File: src/rtl/cam_tx_pkg.sv
// Shared encodings for the DVP test-pattern transmitter: FSM states, pattern mode codes,
// colour-bar table and LFSR constants (LFSR used only when CAM_TX_LFSR_EN is defined).
package cam_tx_pkg;

  typedef enum logic [2:0] {
    ST_IDLE,
    ST_VSYNC,
    ST_VBACK,
    ST_ACTIVE,
    ST_VFRONT
  } state_t;

  localparam logic [1:0] MODE_BARS  = 2'd0;
  localparam logic [1:0] MODE_GREY  = 2'd1;
  localparam logic [1:0] MODE_CHECK = 2'd2;
  localparam logic [1:0] MODE_SOLID = 2'd3;

  // Index 0 is the leftmost bar (white), index 7 the rightmost (black).
  localparam logic [7:0][15:0] BAR_TABLE = {
    16'h0000, 16'h001F, 16'hF800, 16'hF81F,
    16'h07E0, 16'h07FF, 16'hFFE0, 16'hFFFF
  };

  localparam logic [15:0] LFSR_SEED     = 16'hACE1;
  // Taps 16,14,13,11 expressed as bit positions 0,2,3,5 of a right-shifting register.
  localparam logic [15:0] LFSR_TAP_MASK = 16'h002D;

  function automatic logic [15:0] lfsr_step(input logic [15:0] v);
    return {^(v & LFSR_TAP_MASK), v[15:1]};
  endfunction

endpackage

File: src/rtl/cam_stream_tx_if.sv
// DVP camera bus: byte clock, frame/line syncs and the pixel byte.
interface cam_stream_tx_if;
  logic       pclk;
  logic       vsync;
  logic       href;
  logic [7:0] data;

  modport master (output pclk, output vsync, output href, output data);
  modport slave  (input  pclk, input  vsync, input  href, input  data);
endinterface

File: src/rtl/cam_tx_pattern.sv
// Combinational RGB565 pattern generator: (x, y, mode, mode-3 colour) -> pixel.
module cam_tx_pattern
  import cam_tx_pkg::*;
#(
  parameter int H_ACTIVE = 640
) (
  input  logic [15:0] x,
  input  logic [15:0] y,
  input  logic [1:0]  mode,
  input  logic [15:0] mode3_pix,
  output logic [15:0] pix
);

  localparam logic [15:0] BAR_W = 16'(H_ACTIVE / 8);

  logic [15:0] bar_idx;
  logic [7:0]  grey;
  logic        unused_bits;

  assign bar_idx     = x / BAR_W;
  assign grey        = x[7:0];
  assign unused_bits = ^{bar_idx[15:3], y[15:4], y[2:0]};

  always_comb begin
    pix = 16'h0000;
    case (mode)
      MODE_BARS:  pix = BAR_TABLE[bar_idx[2:0]];
      MODE_GREY:  pix = {grey[7:3], grey[7:2], grey[7:3]};
      MODE_CHECK: pix = (x[3] ^ y[3]) ? 16'hFFFF : 16'h0000;
      default:    pix = mode3_pix;
    endcase
  end

endmodule

File: src/rtl/cam_stream_tx.sv
// OV7670-style DVP transmitter emitting RGB565 test patterns, high byte first.
// Define CAM_TX_LFSR_EN to make mode 3 emit a per-frame-reseeded LFSR instead of solid_color.
module cam_stream_tx
  import cam_tx_pkg::*;
#(
  parameter int H_ACTIVE    = 640,
  parameter int H_BLANK     = 144,
  parameter int V_ACTIVE    = 480,
  parameter int VSYNC_LINES = 3,
  parameter int V_BACK      = 17,
  parameter int V_FRONT     = 10
) (
  input  logic             clk,
  input  logic             rst,
  input  logic             enable,
  input  logic [1:0]       mode,
  input  logic [15:0]      solid_color,
  cam_stream_tx_if.master  dvp,
  output logic [15:0]      frame_count,
  output logic             busy
);

  localparam int LINE_SLOTS = 2 * (H_ACTIVE + H_BLANK);
  localparam int HW         = $clog2(LINE_SLOTS);
  localparam int MAX_AB     = (VSYNC_LINES > V_BACK) ? VSYNC_LINES : V_BACK;
  localparam int MAX_CD     = (V_ACTIVE > V_FRONT) ? V_ACTIVE : V_FRONT;
  localparam int MAX_LINES  = (MAX_AB > MAX_CD) ? MAX_AB : MAX_CD;
  localparam int LW         = ($clog2(MAX_LINES) > 0) ? $clog2(MAX_LINES) : 1;

  state_t          state_q, state_d;
  logic [HW-1:0]   h_q, h_d;
  logic [LW-1:0]   line_q, line_d;
  logic            phase_q, phase_d;
  logic            vsync_q, vsync_d, href_q, href_d, busy_q, busy_d;
  logic [7:0]      data_q, data_d;
  logic [15:0]     fc_q, fc_d;
  logic [1:0]      mode_q, mode_d;
  logic [15:0]     mode3_src, pix;
  logic            frame_start, line_end, phase_end;

`ifdef CAM_TX_LFSR_EN
  logic [15:0] lfsr_q, lfsr_d;
  logic        unused_solid;
  assign unused_solid = ^solid_color;
  assign mode3_src    = lfsr_d;
`else
  logic [15:0] solid_q, solid_d;
  assign mode3_src = solid_d;
`endif

  function automatic int phase_lines(input state_t s);
    case (s)
      ST_VSYNC:  return VSYNC_LINES;
      ST_VBACK:  return V_BACK;
      ST_ACTIVE: return V_ACTIVE;
      ST_VFRONT: return V_FRONT;
      default:   return 1;
    endcase
  endfunction

  assign line_end  = (h_q == HW'(LINE_SLOTS - 1));
  assign phase_end = line_end && (line_q == LW'(phase_lines(state_q) - 1));

  // Timing state only moves on the edge where pclk falls (phase 1 -> 0).
  always_comb begin
    state_d     = state_q;
    h_d         = h_q;
    line_d      = line_q;
    fc_d        = fc_q;
    mode_d      = mode_q;
    phase_d     = ~phase_q;
    frame_start = 1'b0;
`ifdef CAM_TX_LFSR_EN
    lfsr_d      = lfsr_q;
`else
    solid_d     = solid_q;
`endif
    if (phase_q) begin
      if (state_q == ST_IDLE) begin
        frame_start = enable;
      end else begin
        h_d = line_end ? '0 : h_q + 1'b1;
        if (line_end) line_d = line_q + 1'b1;
        if (phase_end) begin
          line_d = '0;
          case (state_q)
            ST_VSYNC:  state_d = ST_VBACK;
            ST_VBACK:  state_d = ST_ACTIVE;
            ST_ACTIVE: state_d = ST_VFRONT;
            default: begin
              fc_d = fc_q + 16'd1;
              if (enable) frame_start = 1'b1;
              else        state_d     = ST_IDLE;
            end
          endcase
        end
      end
      if (frame_start) begin
        state_d = ST_VSYNC;
        h_d     = '0;
        line_d  = '0;
        mode_d  = mode;
`ifdef CAM_TX_LFSR_EN
        lfsr_d  = LFSR_SEED;
      end else if (state_q == ST_ACTIVE && h_q[0] && h_q < HW'(2 * H_ACTIVE)) begin
        lfsr_d  = lfsr_step(lfsr_q);
`else
        solid_d = solid_color;
`endif
      end
    end
  end

  cam_tx_pattern #(.H_ACTIVE(H_ACTIVE)) u_pattern (
    .x         (16'(h_d[HW-1:1])),
    .y         (16'(line_d)),
    .mode      (mode_d),
    .mode3_pix (mode3_src),
    .pix       (pix)
  );

  // Outputs are registered from the upcoming slot so they change together with the counters.
  always_comb begin
    busy_d  = (state_d != ST_IDLE);
    vsync_d = (state_d == ST_VSYNC);
    href_d  = (state_d == ST_ACTIVE) && (h_d < HW'(2 * H_ACTIVE));
    data_d  = 8'h00;
    if (href_d) data_d = h_d[0] ? pix[7:0] : pix[15:8];
  end

  always_ff @(posedge clk or posedge rst) begin
    if (rst) begin
      state_q <= ST_IDLE;
      h_q     <= '0;
      line_q  <= '0;
      phase_q <= 1'b0;
      vsync_q <= 1'b0;
      href_q  <= 1'b0;
      busy_q  <= 1'b0;
      data_q  <= 8'h00;
      fc_q    <= 16'h0000;
      mode_q  <= 2'd0;
`ifdef CAM_TX_LFSR_EN
      lfsr_q  <= LFSR_SEED;
`else
      solid_q <= 16'h0000;
`endif
    end else begin
      state_q <= state_d;
      h_q     <= h_d;
      line_q  <= line_d;
      phase_q <= phase_d;
      vsync_q <= vsync_d;
      href_q  <= href_d;
      busy_q  <= busy_d;
      data_q  <= data_d;
      fc_q    <= fc_d;
      mode_q  <= mode_d;
`ifdef CAM_TX_LFSR_EN
      lfsr_q  <= lfsr_d;
`else
      solid_q <= solid_d;
`endif
    end
  end

  assign dvp.pclk    = phase_q;
  assign dvp.vsync   = vsync_q;
  assign dvp.href    = href_q;
  assign dvp.data    = data_q;
  assign frame_count = fc_q;
  assign busy        = busy_q;

endmodule
File: src/flat_wrapper.sv
// flat-port wrapper written by rule: the top's interface ports become plain ports
module cam_stream_tx_flat import cam_tx_pkg::*;
#(
  parameter int H_ACTIVE    = 640,
  parameter int H_BLANK     = 144,
  parameter int V_ACTIVE    = 480,
  parameter int VSYNC_LINES = 3,
  parameter int V_BACK      = 17,
  parameter int V_FRONT     = 10
)
  (clk, rst, enable, mode, solid_color, frame_count, busy, dvp_pclk, dvp_vsync, dvp_href, dvp_data);
  cam_stream_tx_if dvp_i ();
  input  logic clk;
  input  logic rst;
  input  logic enable;
  input  logic [1:0] mode;
  input  logic [15:0] solid_color;
  output logic [15:0] frame_count;
  output logic busy;
  output wire logic [$bits(dvp_i.pclk)-1:0] dvp_pclk;
  output wire logic [$bits(dvp_i.vsync)-1:0] dvp_vsync;
  output wire logic [$bits(dvp_i.href)-1:0] dvp_href;
  output wire logic [$bits(dvp_i.data)-1:0] dvp_data;
  assign dvp_pclk = dvp_i.pclk;
  assign dvp_vsync = dvp_i.vsync;
  assign dvp_href = dvp_i.href;
  assign dvp_data = dvp_i.data;
  cam_stream_tx #(.H_ACTIVE(H_ACTIVE), .H_BLANK(H_BLANK), .V_ACTIVE(V_ACTIVE), .VSYNC_LINES(VSYNC_LINES), .V_BACK(V_BACK), .V_FRONT(V_FRONT)) u_core (.clk(clk), .rst(rst), .enable(enable), .mode(mode), .solid_color(solid_color), .dvp(dvp_i), .frame_count(frame_count), .busy(busy));
endmodule
File: config.mk
export PLATFORM = sky130hd
export DESIGN_NAME = cam_stream_tx_flat
export DESIGN_NICKNAME = d
export VERILOG_FILES = /design/src/rtl/cam_tx_pkg.sv /design/src/rtl/cam_stream_tx_if.sv /design/src/rtl/cam_tx_pattern.sv /design/src/rtl/cam_stream_tx.sv /design/src/flat_wrapper.sv
export SDC_FILE = /design/constraint.sdc
export NUM_CORES = 1
export LEC_CHECK = 0
export BUFFER_PORTS_ARGS = -buffer_cell sky130_fd_sc_hd__buf_2
export CAP_MARGIN = 20
export CELL_PAD_IN_SITES_DETAIL_PLACEMENT = 1
export CELL_PAD_IN_SITES_GLOBAL_PLACEMENT = 1
export CORE_MARGIN = 5
export CORE_UTILIZATION = 49
export CTS_CLUSTER_DIAMETER = 80
export DETAILED_ROUTE_END_ITERATION = 10
export PLACE_DENSITY = 0.85
export SYNTH_ARGS = -nofsm -noshare
export SYNTH_HDL_FRONTEND = slang
export SYNTH_SLANG_ARGS = --single-unit
File: constraint.sdc
create_clock -name clk -period 8.9 [get_ports clk]
set_clock_uncertainty 0.15 [all_clocks]
set_input_delay 0.89 -clock clk [delete_from_list [all_inputs] [get_ports clk]]
set_output_delay 0.89 -clock clk [all_outputs]
set_load 0.05 [all_outputs]
==> impl_metrics.yaml, run 1 <==
clock_tree:
  cts.sinks: 69
  cts_tree: "built"
  postCtsHoldBufs: 0
  post-cts-setup-buffers: 0
  clk_pin_slew_ns: 0.08
  cts_root_buf: "clkbuf_8"
  cts.htree.levels: 3
  clock_latency_ns: 0.34
  cts_max_path_buffers: 2
  cts_buffers: 9
  cts_resized: 0
global_routing:
  grt_max_degree: 70
  overflow: 0
  grt_usage_pct: 22.8
  grt_pass1_vias: 3766
  grt_antenna_before_repair: 0
  grt_pass1_wl_mm: 18.6
die:
  die_y_um: 101
  core_um2: 8130
  ioPinCount: 49
  initial_core_util_pct: 49.6
  num_rows: 33
  die_w_um: 101
  die_area_um2: 10200
timing:
  timing.slew.headroom_pct: 41.4
  fmax_ghz: 0.197
  setup-violations-final: 0
  worstMarginPinSlew_ns: 0.879
  rsz0062_at_grt: "false"
  final.min_clock_period_ns: 5.07
  tns_ns: 0
  slew_viol_final: 0
  finalCritPeriodShare_pct: 57.0
  hold_viol: 0
synthesis:
  synth_edf_count: 0
  ys_types: 68
  synth_mux_area_share_pct: 6.79
  async_reset_ff_share_pct: 100
  synth-adder-area-share_pct: 1.24
  synth-seq-cells: 69
  synthCells: 428
  synth_compound_area_share_pct: 18.2
  synth-simple-area-share_pct: 23.7
  synthesis.nets: 453
  synth_flop_cell: "dfrtp_1"
  postSynthAreaPerCell_um2: 9.43
  syn_area_um2: 4040
  synth_top_family_by_area: "simple AND/OR/NAND/NOR gates"
  synthXorXnorAreaFrac_pct: 4.34
  synth_warnings: 0
  ys_seq_area_share_pct: 42.8
layout:
  multi_input_area_um2: 2190
  layout_common_cells: "dfrtp_1 (69), buf_2 (48), nor2_1 (42)"
  finalInstanceArea_um2: 4560
  fillers: 935
  final_cells: 584
  final_common_cell: "dfrtp_1"
  drive_gt1_share_pct: 21.9
  num_antenna_cells: 0
  seq_area_um2: 1730
  area_growth_pct: 12.9
  nets: 500
placed_design:
  hpwl_mm: 7.95
  globalplace.congestion: 0.871
  numPortBuffers: 48
  place_area_um2: 4370
  dp.cells: 569
pwr:
  power.leakage_nw: 2.02
  power.density_nw_per_um2: 126
  ir_drop_uv: 68.8
min_path:
  hold_end: "u_core.frame_count[15]$_DFFE_PP0P_"
  hp-class: "reg2reg"
  whs_path_depth: 1
  hold_start: "u_core.frame_count[15]$_DFFE_PP0P_"
worst_setup_path:
  crit_arrival_ns: 5.15
  reg2reg_depth: 13
  rrSetupSlack_ns: 3.83
  worstPathRequired_ns: 8.97
  r2r_start: "u_core.state_q[2]$_DFF_PP0_"
  reg2reg_to: "u_core.dvp.data[1]$_DFF_PP0_"
  cp_max_fo: 19
  cp-end-kind: "flip-flop"
  crit_path_start_kind: "flip-flop"
  crit_type: "reg2reg"
run_status:
  status: "finished, final reports clean"
routing:
  routed_wl_mm: 11.0
  via_count: 3580
  final_antenna_net_count: 0
  drtPass1Iterations: 4
  drt_iter0_markers: 130
  drc_errors: 0
  wl_per_cell_um: 18.9
  drt-vias-per-instance: 6.13
flow_run:
  max_cap_viol_count: 0
==> cells in the mapped netlist (7+ instances only) <==
library cell,number,area (um^2)
nand3_1,19,95.1
nor2_1,42,158
xnor2_1,12,105
a21oi_1,8,40.0
dfrtp_1,69,1730
xor2_1,8,70.1
inv_1,9,33.8
o21ai_0,23,115
or3_1,7,43.8
nand4_1,8,50.1
mux2_2,19,214
o31ai_1,9,67.6
nand2_1,37,139
nand2b_1,8,50.1
nor3_1,10,50.1
clkbuf_1,10,37.5
o211ai_1,8,60.1
nor2b_1,11,68.8
==> final cells by class <==
class | count | share of cell area (%)
Multi-Input combinational cell | 329 | 48.0
Clock inverter | 6 | 1.40
Inverter | 14 | 1.15
Timing Repair Buffer | 52 | 5.93
Tap cell | 105 | 2.88
Sequential cell | 69 | 37.9
Clock buffer | 9 | 2.72
==> through the flow <==
| step | hold WS, ns | setup slack, ns | total power [mW] | utilization (%) |
|---|---|---|---|---|
| 6_report | 0.322 | 3.83 | 0.575 | 56.0 |
| 5_1_grt | 0.350 | 3.44 | 0.597 | 56.0 |
| 4_1_cts | 0.331 | 3.87 | 0.580 | 56.0 |
| 3_5_place_dp | 0.320 | 3.96 | 0.332 | 53.7 |
| 3_3_place_gp | 0.305 | 4.32 | 0.332 | 53.7 |
| 2_1_floorplan | 0.316 | 5.15 | 0.325 | - |
==> report_power, final <==
| part | internal (mW) | switching, mW | leakage (nW) |
|---|---|---|---|
| sequential | 0.313 | 0 | 0.882 |
| combinational | 0.00377 | 0.00816 | 1.05 |
| clock | 0.128 | 0.122 | 0.0915 |
| total | 0.445 | 0.130 | 2.02 |
==> sequential cells by signal, indices dropped and copies added (netlist names) <==
| register | count |
|---|---|
| u_core.busy | 1 |
| u_core.dvp.data | 8 |
| u_core.dvp.href | 1 |
| u_core.dvp.pclk | 1 |
| u_core.dvp.vsync | 1 |
| u_core.frame_count | 16 |
| u_core.h_q | 11 |
| u_core.line_q | 9 |
| u_core.mode_q | 2 |
| u_core.solid_q | 16 |
| u_core.state_q | 3 |
==> critical path: stages (launching register included) <==
cell      delay (ns)
dfrtp_1         0.67
nor2b_1         0.27
nand2b_1        0.09
ha_1            0.31
xnor2_1         0.13
a211oi_1        0.18
o31ai_1         0.18
nor4_1          0.62
o211a_1         0.72
mux2i_1         0.60
o21ai_0         0.26
nor2_1          0.26
o22ai_1         0.12
a221oi_1        0.37
==> worst max-delay path by stage <==
stage	from	to	slack (ns)
detailed placement	u_core.state_q[2]$_DFF_PP0_	u_core.dvp.data[1]$_DFF_PP0_	3.96
global route	u_core.state_q[2]$_DFF_PP0_	u_core.dvp.data[1]$_DFF_PP0_	3.44
finish	u_core.state_q[2]$_DFF_PP0_	u_core.dvp.data[1]$_DFF_PP0_	3.83
global placement	u_core.state_q[2]$_DFF_PP0_	u_core.dvp.data[1]$_DFF_PP0_	4.32
floorplan	u_core.state_q[1]$_DFF_PP0_	u_core.dvp.data[4]$_DFF_PP0_	5.15
CTS	u_core.state_q[2]$_DFF_PP0_	u_core.dvp.data[1]$_DFF_PP0_	3.87
==> cells by family after synthesis <==
group	Yosys count
flip-flops	69
multiplexers	25
adder cells (fa/ha/maj)	4
XOR/XNOR	20
AO/OA/AOI/OAI	102
buffers and inverters	30
AND/OR/NAND/NOR	178
==> routing by layer <==
metal	track usage (%)	part of all wire, %	vias to the layer above
met5	0	0	-
met4	10.2	3.1	0
met3	3.74	3.4	34
met2	37.9	50	98
met1	29.1	44	1772
li1	-	-	1676
(Power assumes the default switching activity.)
==> run 2, diff against run 1 <==
- CORE_UTILIZATION: 49 -> 41
- PLACE_DENSITY: 0.85 -> 0.76
- clock period: 8.9 -> 4.17 ns (I/O delays scaled with it)
==> run 2 against run 1 <==
Net effect:
- register-to-register slack worse by 3.5 ns
- first-iteration DRC count rose by 63%
- worst setup slack got worse by 3.5 ns
- the flow now finishes with violations (negative hold slack)
- clock power rose to 2.7 times the previous value
- maximum frequency up 30%
- sequential cell count stayed put
- cell count increased by 8.2%
- combinational power is 130% higher
- hold slack worse by 0.33 ns
- die area up 17%
- highest routed layer unchanged
- power is 140% higher
==> impl_metrics.yaml, run 2 (synthesized netlist as in run 1, its figures left out) <==
global_routing:
  grt_max_degree: 40
  grt_usage_pct: 20.8
  grt_pass1_wl_mm: 19.5
  overflow: 0
  grt_pass1_vias: 3929
  grt_antenna_before_repair: 0
pwr:
  ir_drop_uv: 178
  power.leakage_nw: 2.15
  power.density_nw_per_um2: 286
layout:
  num_antenna_cells: 0
  area_growth_pct: 19.2
  final_common_cell: "dfrtp_1"
  drive_gt1_share_pct: 25.7
  nets: 519
  layout_common_cells: "dfrtp_1 (69), buf_2 (48), nor2_1 (42)"
min_path:
  hp-class: "in2async"
timing:
  tns_ns: 0
  setup-violations-final: 0
  hold_viol: 4
  rsz0062_at_grt: "false"
  hold_ws_ns: -0.00508
  slew_viol_final: 0
  finalCritPeriodShare_pct: 93.3
  worstMarginPinSlew_ns: 0.674
  final.min_clock_period_ns: 3.89
  timing.slew.headroom_pct: 54.7
  fmax_ghz: 0.257
routing:
  wl_per_cell_um: 18.9
  via_count: 3646
  drtPass1Iterations: 4
  final_antenna_net_count: 0
  drt_iter0_markers: 212
  routed_wl_mm: 11.9
  drc_errors: 0
  drt-vias-per-instance: 5.77
worst_setup_path:
  cpPeakStageDelay_ns: 0.58
  cp_top_family: "simple AND/OR/NAND/NOR gates"
  crit_type: "reg2reg"
  cp_max_fo: 18
  cp_common_cell: "buf_4"
  crit_arrival_ns: 3.98
  cp.buffers_inverters: 3
  crit_path_start_kind: "flip-flop"
  worstPathRequired_ns: 4.26
  slowest_stage: "nor4_1"
  cp-end-kind: "flip-flop"
  path_cells: "buf_4, nor3_2, buf_4, nor4_1, nor4b_1, a211oi_4, inv_2, nor2_1, a2111oi_0, nor3_1, a31oi_1, o221a_1, o21a_1"
clock_tree:
  cts_tree: "built"
  cts.htree.levels: 3
  cts_max_path_buffers: 2
  clock_latency_ns: 0.35
  cts_buffers: 9
  cts.sinks: 69
  cts_root_buf: "clkbuf_8"
  postCtsHoldBufs: 0
  clk_pin_slew_ns: 0.08
placed_design:
  numPortBuffers: 48
  hpwl_mm: 8.69
  globalplace.congestion: 0.844
run_status:
  status: "complete, but fails checks"
  violations: "negative hold slack"
flow_run:
  max_cap_viol_count: 0
die:
  die_area_um2: 11900
  die_w_um: 109
  ioPinCount: 49
  core_um2: 9680
  num_rows: 36
  initial_core_util_pct: 41.7
  die_y_um: 109
run 2: through the flow:
stage          utilization (%)  worst slack (ns)  std cells  power (mW)  area [um^2]
2_1_floorplan                -             0.423        428       0.694         4040
3_3_place_gp              46.7             0.368        613       0.709         4530
3_5_place_dp              46.7             0.224        613       0.710         4530
4_1_cts                   49.3             0.166        629        1.39         4770
5_1_grt                   49.7            0.0240        632        1.42         4810
6_report                  49.7             0.281        632        1.38         4810
run 2: cell type report:
cell class                      count  area, um^2
Tap cell                          133         166
Clock buffer                       10         138
Sequential cell                    69        1730
Inverter                           14        52.6
Timing Repair Buffer               71         413
Fill cell                        1144        4870
Clock inverter                      6         109
Multi-Input combinational cell    329        2200
run 2: what timing repair did:
item / in CTS / in global routing
endpoints found under the setup margin: 0 / 7
setup buffers: 0 / 3
resized for setup: 0 / 4
run 2: routing by layer:
layer  part of all wire [%]  GRT usage (%)
met1                     44           26.3
met2                     51           36.2
met3                    3.8           3.61
met4                    1.3           6.23
met5                      0              0
run 2: where the power goes:
group	internal (mW)	leakage [nW]	switching, mW
clock network	0.414	0.127	0.265
registers	0.669	0.882	0
logic	0.00809	1.15	0.0196
total	1.09	2.15	0.285
run 2: path summary, 6_finish.rpt:
check,slack [ns],from,to,depth (start not counted)
min,-0.005,rst,u_core.solid_q[5]$_DFF_PP0_,2
min reg2reg,0.33,u_core.frame_count[15]$_DFFE_PP0P_,u_core.frame_count[15]$_DFFE_PP0P_,1
max,0.28,u_core.state_q[0]$_DFF_PP0_,u_core.dvp.data[2]$_DFF_PP0_,13
min in group clk,0.17,solid_color[1],u_core.solid_q[1]$_DFF_PP0_,2
max in group asynchronous,2.87,rst,u_core.line_q[4]$_DFFE_PP0P_,3
max reg2reg,0.28,u_core.state_q[0]$_DFF_PP0_,u_core.dvp.data[2]$_DFF_PP0_,13
run 2: worst reg2reg max path: cells and delay by family, from the launching register on:
kind	cells	cell delay [ns]
flip-flops	1	0.53
buffers and inverters	3	0.60
AO/OA/AOI/OAI	5	1.20
AND/OR/NAND/NOR	5	1.30
